<file path="src/rtl/mdu_pkg.sv">
// Shared types and constants for the multiply/divide unit.
//   state_t : sequencing states of the iterative unit
//   op_t    : operation latched at the start edge
package mdu_pkg;

    localparam int MDU_WIDTH = 32;
    // One iteration per operand bit.
    localparam int MDU_ITER  = MDU_WIDTH;

    typedef enum logic [1:0] {
        IDLE,
        CALC,
        SIGN,
        DONE
    } state_t;

    typedef enum logic {
        OP_MUL,
        OP_DIV
    } op_t;

endpackage

</file>
<file path="src/rtl/mdu_core.sv">
// One iteration step of the multiply/divide unit, purely combinational.
//   op      : OP_MUL = shift-add step, OP_DIV = restoring-divide step
//   acc_hi  : upper accumulator (product high word / remainder), WIDTH+1 bits
//   acc_lo  : lower accumulator (product low word / quotient)
//   operand : multiplicand magnitude (mul) or divisor magnitude (div)
//   bit_in  : current multiplier bit (LSB first) or dividend bit (MSB first)
//   next_hi : accumulator upper part after this step
//   next_lo : accumulator lower part after this step
import mdu_pkg::*;

module mdu_core #(
    parameter int WIDTH = MDU_WIDTH
) (
    input  op_t              op,
    input  logic [WIDTH:0]   acc_hi,
    input  logic [WIDTH-1:0] acc_lo,
    input  logic [WIDTH-1:0] operand,
    input  logic             bit_in,
    output logic [WIDTH:0]   next_hi,
    output logic [WIDTH-1:0] next_lo
);

    logic [WIDTH:0] sum;
    logic [WIDTH:0] shifted;
    logic [WIDTH:0] trial;

    // NOTE: every signal written here gets a default first, so no path
    // through the block leaves a value unassigned and no latch is inferred.
    always_comb begin
        sum     = '0;
        shifted = '0;
        trial   = '0;
        next_hi = acc_hi;
        next_lo = acc_lo;

        if (op == OP_MUL) begin
            // The upper bit of acc_hi is always zero in multiply mode, so the
            // WIDTH+1 bit sum holds the carry out of the partial-product add.
            sum     = acc_hi + (bit_in ? {1'b0, operand} : '0);
            // Shift the whole partial product right by one.
            next_hi = {1'b0, sum[WIDTH:1]};
            next_lo = {sum[0], acc_lo[WIDTH-1:1]};
        end else begin
            // The remainder is always below the divisor, so after the shift it
            // fits in WIDTH+1 bits and the trial result's top bit is its sign.
            shifted = {acc_hi[WIDTH-1:0], bit_in};
            trial   = shifted - {1'b0, operand};
            if (!trial[WIDTH]) begin
                next_hi = trial;
                next_lo = {acc_lo[WIDTH-2:0], 1'b1};
            end else begin
                next_hi = shifted;
                next_lo = {acc_lo[WIDTH-2:0], 1'b0};
            end
        end
    end

endmodule

</file>
<file path="src/rtl/mult_div_unit.sv">
// Iterative multiply/divide unit for mult, multu, div and divu.
//   Clk      : clock, all state updates on the rising edge
//   Reset    : synchronous active-high reset
//   MulStart : start a multiply (sampled in IDLE, wins over DivStart)
//   DivStart : start a divide (sampled in IDLE)
//   Unsigned : 1 = unsigned operation, sampled with the start
//   A, B     : multiplicand/multiplier or dividend/divisor
//   Busy     : high whenever the unit is not IDLE
//   Done     : one-cycle pulse, Hi/Lo valid from this cycle on
//   DivZero  : pulses with Done when a divide had B == 0
//   Hi, Lo   : product high/low word, or remainder/quotient
import mdu_pkg::*;

module mult_div_unit #(
    parameter int WIDTH = MDU_WIDTH
) (
    input  logic             Clk,
    input  logic             Reset,
    input  logic             MulStart,
    input  logic             DivStart,
    input  logic             Unsigned,
    input  logic [WIDTH-1:0] A,
    input  logic [WIDTH-1:0] B,
    output logic             Busy,
    output logic             Done,
    output logic             DivZero,
    output logic [WIDTH-1:0] Hi,
    output logic [WIDTH-1:0] Lo
);

    localparam int CW = $clog2(WIDTH);

    state_t           state, next_state;
    op_t              op;
    logic [CW-1:0]    count;
    logic             neg_lo;     // sign of product / quotient
    logic             neg_hi;     // sign of remainder
    logic             div_zero;
    logic [WIDTH-1:0] opa;        // multiplicand, or dividend shifted out MSB first
    logic [WIDTH-1:0] opb;        // multiplier shifted out LSB first, or divisor
    logic [WIDTH:0]   acc_hi;
    logic [WIDTH-1:0] acc_lo;

    logic             start;
    logic             a_neg, b_neg;
    logic [WIDTH-1:0] a_mag, b_mag;
    logic             b_zero;
    logic [WIDTH:0]   core_hi;
    logic [WIDTH-1:0] core_lo;
    logic [2*WIDTH-1:0] product;
    logic [2*WIDTH-1:0] product_fix;
    logic [WIDTH-1:0] quot_fix, rem_fix;

    assign start  = MulStart | DivStart;
    assign b_zero = (B == '0);

    // Magnitudes for signed operands; 0x80..0 negates to itself, which the
    // unsigned iteration treats correctly as 2**(WIDTH-1).
    assign a_neg = ~Unsigned & A[WIDTH-1];
    assign b_neg = ~Unsigned & B[WIDTH-1];
    assign a_mag = a_neg ? -A : A;
    assign b_mag = b_neg ? -B : B;

    mdu_core #(.WIDTH(WIDTH)) u_core (
        .op      (op),
        .acc_hi  (acc_hi),
        .acc_lo  (acc_lo),
        .operand ((op == OP_MUL) ? opa : opb),
        .bit_in  ((op == OP_MUL) ? opb[0] : opa[WIDTH-1]),
        .next_hi (core_hi),
        .next_lo (core_lo)
    );

    // Sign correction: the product is negated as one 2*WIDTH value, the
    // quotient and remainder independently.
    assign product     = {acc_hi[WIDTH-1:0], acc_lo};
    assign product_fix = neg_lo ? -product : product;
    assign quot_fix    = neg_lo ? -acc_lo : acc_lo;
    assign rem_fix     = neg_hi ? -acc_hi[WIDTH-1:0] : acc_hi[WIDTH-1:0];

    // NOTE: sequential state uses non-blocking assignments so every register
    // samples pre-edge values, independent of statement order.
    always_ff @(posedge Clk) begin
        if (Reset) state <= IDLE;
        else       state <= next_state;
    end

    always_comb begin
        next_state = state;
        unique case (state)
            IDLE: if (start) begin
                // A divide by zero skips the iterations entirely.
                next_state = (!MulStart && b_zero) ? DONE : CALC;
            end
            CALC: if (count == CW'(WIDTH-1)) next_state = SIGN;
            SIGN: next_state = DONE;
            DONE: next_state = IDLE;
            default: next_state = IDLE;
        endcase
    end

    // NOTE: every register, Hi/Lo included, is cleared on reset so an aborted
    // operation leaves no partial result visible.
    always_ff @(posedge Clk) begin
        if (Reset) begin
            op       <= OP_MUL;
            count    <= '0;
            neg_lo   <= 1'b0;
            neg_hi   <= 1'b0;
            div_zero <= 1'b0;
            opa      <= '0;
            opb      <= '0;
            acc_hi   <= '0;
            acc_lo   <= '0;
            Hi       <= '0;
            Lo       <= '0;
        end else begin
            unique case (state)
                IDLE: if (start) begin
                    op       <= MulStart ? OP_MUL : OP_DIV;
                    opa      <= a_mag;
                    opb      <= b_mag;
                    neg_lo   <= a_neg ^ b_neg;
                    neg_hi   <= MulStart ? 1'b0 : a_neg;
                    div_zero <= !MulStart && b_zero;
                    count    <= '0;
                    acc_hi   <= '0;
                    acc_lo   <= '0;
                end
                CALC: begin
                    acc_hi <= core_hi;
                    acc_lo <= core_lo;
                    count  <= count + 1'b1;
                    if (op == OP_MUL) opb <= opb >> 1;
                    else              opa <= opa << 1;
                end
                SIGN: begin
                    if (op == OP_MUL) begin
                        Hi <= product_fix[2*WIDTH-1:WIDTH];
                        Lo <= product_fix[WIDTH-1:0];
                    end else begin
                        Hi <= rem_fix;
                        Lo <= quot_fix;
                    end
                end
                DONE: div_zero <= 1'b0;
                default: ;
            endcase
        end
    end

    assign Busy    = (state != IDLE);
    assign Done    = (state == DONE);
    assign DivZero = (state == DONE) && div_zero;

endmodule

</file>
<file path="config.mk">
export PLATFORM = sky130hd
export DESIGN_NAME = mult_div_unit
export DESIGN_NICKNAME = d
export VERILOG_FILES = /design/src/rtl/mdu_pkg.sv /design/src/rtl/mdu_core.sv /design/src/rtl/mult_div_unit.sv
export SDC_FILE = /design/constraint.sdc
export NUM_CORES = 1
export LEC_CHECK = 0
export CELL_PAD_IN_SITES_DETAIL_PLACEMENT = 1
export CELL_PAD_IN_SITES_GLOBAL_PLACEMENT = 2
export CORE_UTILIZATION = 35
export CTS_BUF_LIST = sky130_fd_sc_hd__clkbuf_4 sky130_fd_sc_hd__clkbuf_8
export DETAILED_ROUTE_END_ITERATION = 7
export PLACE_DENSITY = 0.89
export SETUP_SLACK_MARGIN = 0.4
export SLEW_MARGIN = 5
export SYNTH_ARGS = -nofsm -noshare
export SYNTH_HDL_FRONTEND = slang
export SYNTH_SLANG_ARGS = --single-unit
export TNS_END_PERCENT = 50
</file>
<file path="constraint.sdc">
create_clock -name Clk -period 7.3 [get_ports Clk]
set_clock_uncertainty 0.15 [all_clocks]
set_input_delay 1.46 -clock Clk [delete_from_list [all_inputs] [get_ports Clk]]
set_output_delay 1.46 -clock Clk [all_outputs]
set_load 0.01 [all_outputs]
</file>
==> results.json, run 1 <==
{
  "ctsRootBufferMaster": "clkbuf_8",
  "routabilityCongestion": 0.9712,
  "ir_worst_vdd_mv": 0.1632,
  "crit_path_top_delay_cell": "dfxtp_4",
  "dieWidth_um": 211.0,
  "htree_num_levels": 2,
  "cp_cell_sequence": "mux2i_2 -> buf_4 -> ha_1 -> fa_1 -> and3b_1 -> o21ai_0 -> a31oi_1 -> o21ba_2 -> o21ai_0 -> o21ai_0 -> nand3_1 -> nand2_1 -> ha_1 -> buf_4 -> nor2_1 -> a32oi_1 -> o22ai_1 -> a31o_2",
  "drt_first_iter_violations": 928,
  "cp_data_arrival_time_ns": 5.79,
  "num_io_pins": 136,
  "area_added_between_synthesis_and_finish_pct": 16.58,
  "final_cells": 2718,
  "clkSlewWorstSetupHoldPaths_ns": 0.06,
  "fmax_ghz": 0.1830,
  "post_synth_num_cell_types": 67,
  "post_synth_top_area_cell": "dfxtp_1",
  "critical_path.max_fanout": 35,
  "synth_area_sq_mm": 0.01529,
  "min_period_over_period_pct": 74.84,
  "crit_family": "compound AO/OA/AOI/OAI gates",
  "critical_path.max_stage_delay_ns": 0.62,
  "vias": 15609,
  "placementRows": 76,
  "drt_first_pass_iters": 5,
  "grt_util_met3_pct": 3.018,
  "cts.hold.buffers_added": 0,
  "worst_setup_path_start_kind": "flop",
  "grt_max_degree": 123,
  "cts_repair_resize_count": 0,
  "drt_wl_total_mm": 55.35,
  "synth_top_cells_by_area": "dfxtp_1, a21oi_1, ha_1",
  "final_max_slew_viol_count": 0,
  "worst_slew_pin_slew_ns": 1.171,
  "worstSetupPathType": "reg2reg",
  "grt_busiest_layer": "met2",
  "synth_seq_cells": 204,
  "cts_buffer_depth": 3,
  "setup_total_negative_slack_ns": 0,
  "synth.yosys.warnings": 0,
  "post-route-min-period_ns": 5.464,
  "grt_util_met2_pct": 41.12,
  "synth-edff-count": 0,
  "buffer_ports.inserted": 135,
  "clkLatencyLatePin_ns": 0.58,
  "globalRoute.totalOverflow": 0,
  "coreArea_sq_mm": 0.04308,
  "cts_tree": "yes",
  "layout-drive-gt1-share_pct": 6.985,
  "tritoncts_num_sinks": 204,
  "setup_violations": 0,
  "numCtsBuffers": 38,
  "synthCells": 2050,
  "hold_viol_final": 0,
  "yosys.cell_count.top_type": "nand2_1",
  "average_routed_wire_per_standard_cell_um": 20.37,
  "initial_utilization_pct": 35.49,
  "grt_first_pass_wirelength_mm": 87.20,
  "detailed_placement_hpwl_mm": 41.70,
  "status": "finished clean",
  "worstPathRequired_ns": 7.62,
  "syn-mean-instance-area_sq_um": 7.458,
  "finish.net_count": 2258,
  "synthArstFlopShare_pct": 0,
  "chipHeight_um": 211.0,
  "number_of_nets_in_the_synthesized_netlist": 2199,
  "ys_seq_area_share_pct": 26.71,
  "grt_antenna_before_repair": 0,
  "power.static_leakage_nw": 6.666,
  "grt_util_met1_pct": 32.37,
  "finalHoldWorstSlack_ns": 0.3163,
  "max-cap-violations": 0,
  "cts.repair_timing.setup_buffer_count": 0,
  "critical_path_buf_inv_count": 2,
  "ys_dominant_reg_cell": "dfxtp_1",
  "critical-path-top-cell-by-count": "o21ai_0",
  "rsz0062_at_grt": "no",
  "instance_count_after_placement_with_tap_cells_included": 2654,
  "drcViolationCount": 0,
  "grt_use_total_pct": 24.59,
  "utilization_of_the_core_after_routing_pct": 41.38,
  "slew-limit-headroom_pct": 21.76,
  "avgViaCountPerCell": 5.743,
  "holdCritPathClass": "reg2reg",
  "synth_cell_count_leaders": "nand2_1, a21oi_1, dfxtp_1, nor2_1, clkbuf_1",
  "synth_top_area_share_pct": 26.71,
  "first_global_vias": 15751,
  "critical_path.endpoint_type": "flop",
  "ant_nets": 0,
  "diodes": 0,
  "powerDensity_mw_per_mm2": 322.3,
  "die_area_sq_mm": 0.04453
}
==> routing by layer <==
layer | up-vias | wire (um) | share of wire [%]
met1 | 7635 | 25130 | 45
li1 | 7488 | - | -
met5 | - | 0 | 0
met4 | 0 | 1769 | 3.2
met3 | 99 | 2342 | 4.2
met2 | 387 | 26110 | 47
==> sequential cells by signal, indices dropped and copies added, names as in the netlist <==
signal,count
state,2
div_zero,1
opa,32
acc_hi,33
opb,32
Lo,32
neg_lo,1
acc_lo,32
op,1
neg_hi,1
Hi,32
count,5
==> final timing paths <==
check	startpoint	to	slack, ns	cells past startpoint
worst max-delay path	op	acc_hi[24]	1.84	18
worst min-delay path	div_zero	div_zero	0.32	2
worst max register to register	op	acc_hi[24]	1.84	18
worst min register to register	div_zero	div_zero	0.32	2
==> placed cells by master (no fill, tap or decap), types with 9 or more instances in the layout <==
| master | synthesis | routed |
|---|---|---|
| xnor2_1 | 83 | 83 |
| ha_1 | 78 | 76 |
| o22ai_1 | 24 | 24 |
| mux2_2 | 35 | 35 |
| a21o_1 | 24 | 24 |
| a211oi_1 | 55 | 55 |
| dfxtp_1 | 204 | 203 |
| nor4_1 | 11 | 11 |
| mux2i_1 | 63 | 62 |
| or3_1 | 27 | 27 |
| a31oi_1 | 27 | 27 |
| nor2_1 | 204 | 203 |
| xor2_1 | 85 | 85 |
| o211ai_1 | 43 | 43 |
| a22oi_1 | 14 | 14 |
| nor2b_1 | 12 | 12 |
| nand2_1 | 252 | 252 |
| inv_1 | 39 | 38 |
| clkbuf_8 | 0 | 49 |
| o41ai_1 | 10 | 10 |
| nand3_1 | 74 | 74 |
| o21ai_0 | 115 | 114 |
| clkdlybuf4s50_1 | 0 | 134 |
| clkbuf_4 | 0 | 9 |
| nand2b_1 | 31 | 31 |
| o21a_1 | 11 | 11 |
| or4_1 | 12 | 12 |
| buf_4 | 0 | 21 |
| a21oi_1 | 206 | 204 |
| o31ai_1 | 22 | 22 |
| and3_1 | 11 | 11 |
| nand4_1 | 10 | 10 |
| nor3_1 | 46 | 46 |
==> cell families (layout without fill, tap and decap cells) <==
kind of cell               Yosys count  after routing  synth area share [%]
and+or+nand+nor                    722            722                 21.53
AOI/OAI and AO/OA                  602            602                 24.25
DFF                                204            204                 26.71
buffers and inverters              176            259                 4.542
xor gates and xnor gates           168            168                 9.624
muxes                               98             98                 6.702
adders and majority gates           80             80                 6.645
==> power by group <==
group	internal, mW	switching, mW	leakage, nW	total (mW)
Combinational	1.09	1.91	4.59	3.00
Sequential	1.35	0.236	1.66	1.58
Clock	0.646	0.517	0.418	1.16
Total	3.08	2.66	6.67	5.74
==> worst min-delay path: stages, from the launching register on <==
cell and delay [ns]:
dfxtp_1 0.30, nand3_1 0.06, a21oi_1 0.05
==> through the flow <==
stage               cell area (sq um)  total power, mW  setup WS [ns]
floorplan                       15290            3.515          1.829
global placement                17050            4.488          2.081
detailed placement              17050            4.566          1.972
CTS                             17820            5.745          1.899
global route                    17820            6.118          1.525
finish                          17820            5.744          1.836
==> area by class of cell <==
type	count	area, sq um
multi-input combinational	1670	10570
inverter	39	146.4
clock inverter	6	33.78
timing repair buffer	156	1510
clock buffer	58	742.0
tap	585	732.0
fill	5281	25250
sequential	204	4088
(Power assumes the default switching activity.)
==> inputs of run 2 (changes only) <==
--- a/config.mk
+++ b/config.mk
@@ -7,10 +7,10 @@
 export LEC_CHECK = 0
 export CELL_PAD_IN_SITES_DETAIL_PLACEMENT = 1
 export CELL_PAD_IN_SITES_GLOBAL_PLACEMENT = 2
-export CORE_UTILIZATION = 35
+export CORE_UTILIZATION = 32
 export CTS_BUF_LIST = sky130_fd_sc_hd__clkbuf_4 sky130_fd_sc_hd__clkbuf_8
 export DETAILED_ROUTE_END_ITERATION = 7
-export PLACE_DENSITY = 0.89
+export PLACE_DENSITY = 0.86
 export SETUP_SLACK_MARGIN = 0.4
 export SLEW_MARGIN = 5
 export SYNTH_ARGS = -nofsm -noshare
==> constraint.sdc (replaced) <==
create_clock -name Clk -period 5 [get_ports Clk]
set_clock_uncertainty 0.15 [all_clocks]
set_input_delay 1 -clock Clk [delete_from_list [all_inputs] [get_ports Clk]]
set_output_delay 1 -clock Clk [all_outputs]
set_load 0.01 [all_outputs]
==> run 2 against run 1 <==
  * The run now ends with DRC left
  * Via count is essentially flat
  * Largest power group unchanged
  * Global-route usage decreased by 1.9 points
  * Clock power is 49% higher
  * Critical path depth fell by 3
  * Highest routed layer unchanged
  * Combinational power is 54% higher
  * Sequential cell count did not move
==> results.json, run 2 (synthesis results as in run 1) <==
{
  "status": "complete, but fails checks",
  "violations": "DRC",
  "worst_setup_path_start_kind": "flop",
  "diodes": 0,
  "drcViolationCount": 8,
  "holdCritPathClass": "reg2reg",
  "critical_path.max_fanout": 31,
  "tritoncts_num_sinks": 204,
  "placementRows": 79,
  "detailed_placement_hpwl_mm": 42.94,
  "die_area_sq_mm": 0.04866,
  "pwr-share-comb_pct": 53.2,
  "layout-drive-gt1-share_pct": 9.266,
  "ir_worst_vdd_mv": 0.2250,
  "total_switching_power_mw": 4.022,
  "dr_wl_met3_mm": 2.373,
  "first_global_vias": 15472,
  "rsz0062_at_grt": "no",
  "post-route-min-period_ns": 4.327,
  "max-cap-violations": 0,
  "htree_num_levels": 2,
  "final_max_slew_viol_count": 0,
  "setup_violations": 0,
  "setup_total_negative_slack_ns": 0,
  "area_added_between_synthesis_and_finish_pct": 19.30,
  "grt_antenna_before_repair": 0,
  "avgViaCountPerCell": 5.601,
  "layout.cells.most_common": "nand2_1",
  "vias": 15611,
  "finish.net_count": 2302,
  "ant_nets": 0,
  "sequentialPowerShare_pct": 26.8,
  "power.static_leakage_nw": 6.905,
  "clkLatencyLatePin_ns": 0.60,
  "coreArea_sq_mm": 0.04685,
  "worstSetupPathType": "reg2reg",
  "cellInternalPower_mw": 4.634,
  "dieWidth_um": 220.6,
  "routabilityCongestion": 0.9486,
  "slew-limit-headroom_pct": 38.77,
  "cp_data_arrival_time_ns": 4.67,
  "buffer_ports.inserted": 135,
  "top_layer_used": "met4",
  "grt_use_total_pct": 22.65,
  "initial_utilization_pct": 32.63,
  "ctsRootBufferMaster": "clkbuf_8",
  "hold_viol_final": 0,
  "worst_slew_pin_slew_ns": 0.9166,
  "drt_wl_total_mm": 56.04,
  "cts.hold.buffers_added": 0,
  "min_period_over_period_pct": 86.55,
  "most-common-layout-cells": "nand2_1, nor2_1, dfxtp_1, a21oi_1, clkdlybuf4s50_1",
  "m1WireLength_mm": 26.00,
  "swShare_pct": 46.46,
  "pwr-share-clk_pct": 20.0,
  "drt_first_pass_iters": 7,
  "globalRoute.totalOverflow": 0,
  "powerDensity_mw_per_mm2": 474.5,
  "finalHoldWorstSlack_ns": 0.3151,
  "worstPathRequired_ns": 5.34,
  "cts_buffer_depth": 3,
  "grt_first_pass_wirelength_mm": 87.17,
  "chipHeight_um": 220.6,
  "dr_wl_met2_mm": 26.15,
  "largest_register_by_flop_count": "acc_hi",
  "grt_max_degree": 81,
  "drt_first_iter_violations": 823,
  "largest_reg_flops": 33,
  "average_routed_wire_per_standard_cell_um": 20.11,
  "critical_path.endpoint_type": "flop",
  "num_io_pins": 136,
  "fmax_ghz": 0.2311,
  "cts_tree": "yes",
  "numCtsBuffers": 39,
  "clkSlewWorstSetupHoldPaths_ns": 0.07
}
-- run 2: layout make-up --
class	count	area, sq um
sequential	204	4088
tap	607	759.5
fill	5735	28610
timing repair buffer	199	1849
clock buffer	63	767.0
multi-input combinational	1670	10600
inverter	39	146.4
clock inverter	5	31.28
-- run 2: final timing paths --
path / cells past startpoint / slack [ns] / to / from
min reg2reg: 1 / 0.32 / count[3] / count[3]
min: 1 / 0.32 / count[3] / count[3]
max: 15 / 0.67 / acc_hi[24] / op
max reg2reg: 15 / 0.67 / acc_hi[24] / op
-- run 2: what timing repair did --
action / CTS / global route
setup buffers: 0 / 5
setup endpoints to repair: 6 / 30
resized for setup: 1 / 9
-- run 2: layer usage --
layer	vias up	track usage, %
met5	-	0
met4	0	7.192
met3	75	3.258
met2	346	37.57
met1	7621	30.10
li1	7569	-
-- run 2: through the flow --
step	instances	worst slack [ns]	power, mW	cell area, sq um	util (%)
floorplan	2050	0.4387	5.141	15310	-
global placement	2714	0.4752	6.761	17370	37.08
detailed placement	2714	0.3512	6.847	17370	37.08
CTS	2782	0.4066	8.607	18170	38.79
global route	2787	0.4206	9.218	18240	38.93
finish	2787	0.6725	8.656	18240	38.93
-- run 2: power groups by stage --
stage          clock, mW  sequential (mW)  combinational, mW
3_3_place_gp           0             2.35               4.41
2_1_floorplan          0             2.23               2.91
4_1_cts             1.77             2.32               4.52
3_5_place_dp           0             2.35               4.49
5_1_grt             1.85             2.35               5.02
6_report            1.73             2.32               4.61
-- run 2: critical path: stages (launching register included) --
cell and delay, ns:
dfxtp_4 0.49, mux2i_2 0.30, buf_6 0.31, inv_1 0.10
nand2_1 0.14, inv_1 0.06, ha_1 0.29, a211oi_1 0.27
o21ai_0 0.27, o21bai_1 0.29, a211oi_1 0.14, nor2_1 0.38
a21oi_1 0.24, o21a_1 0.22, or3_1 0.32, a31o_2 0.24
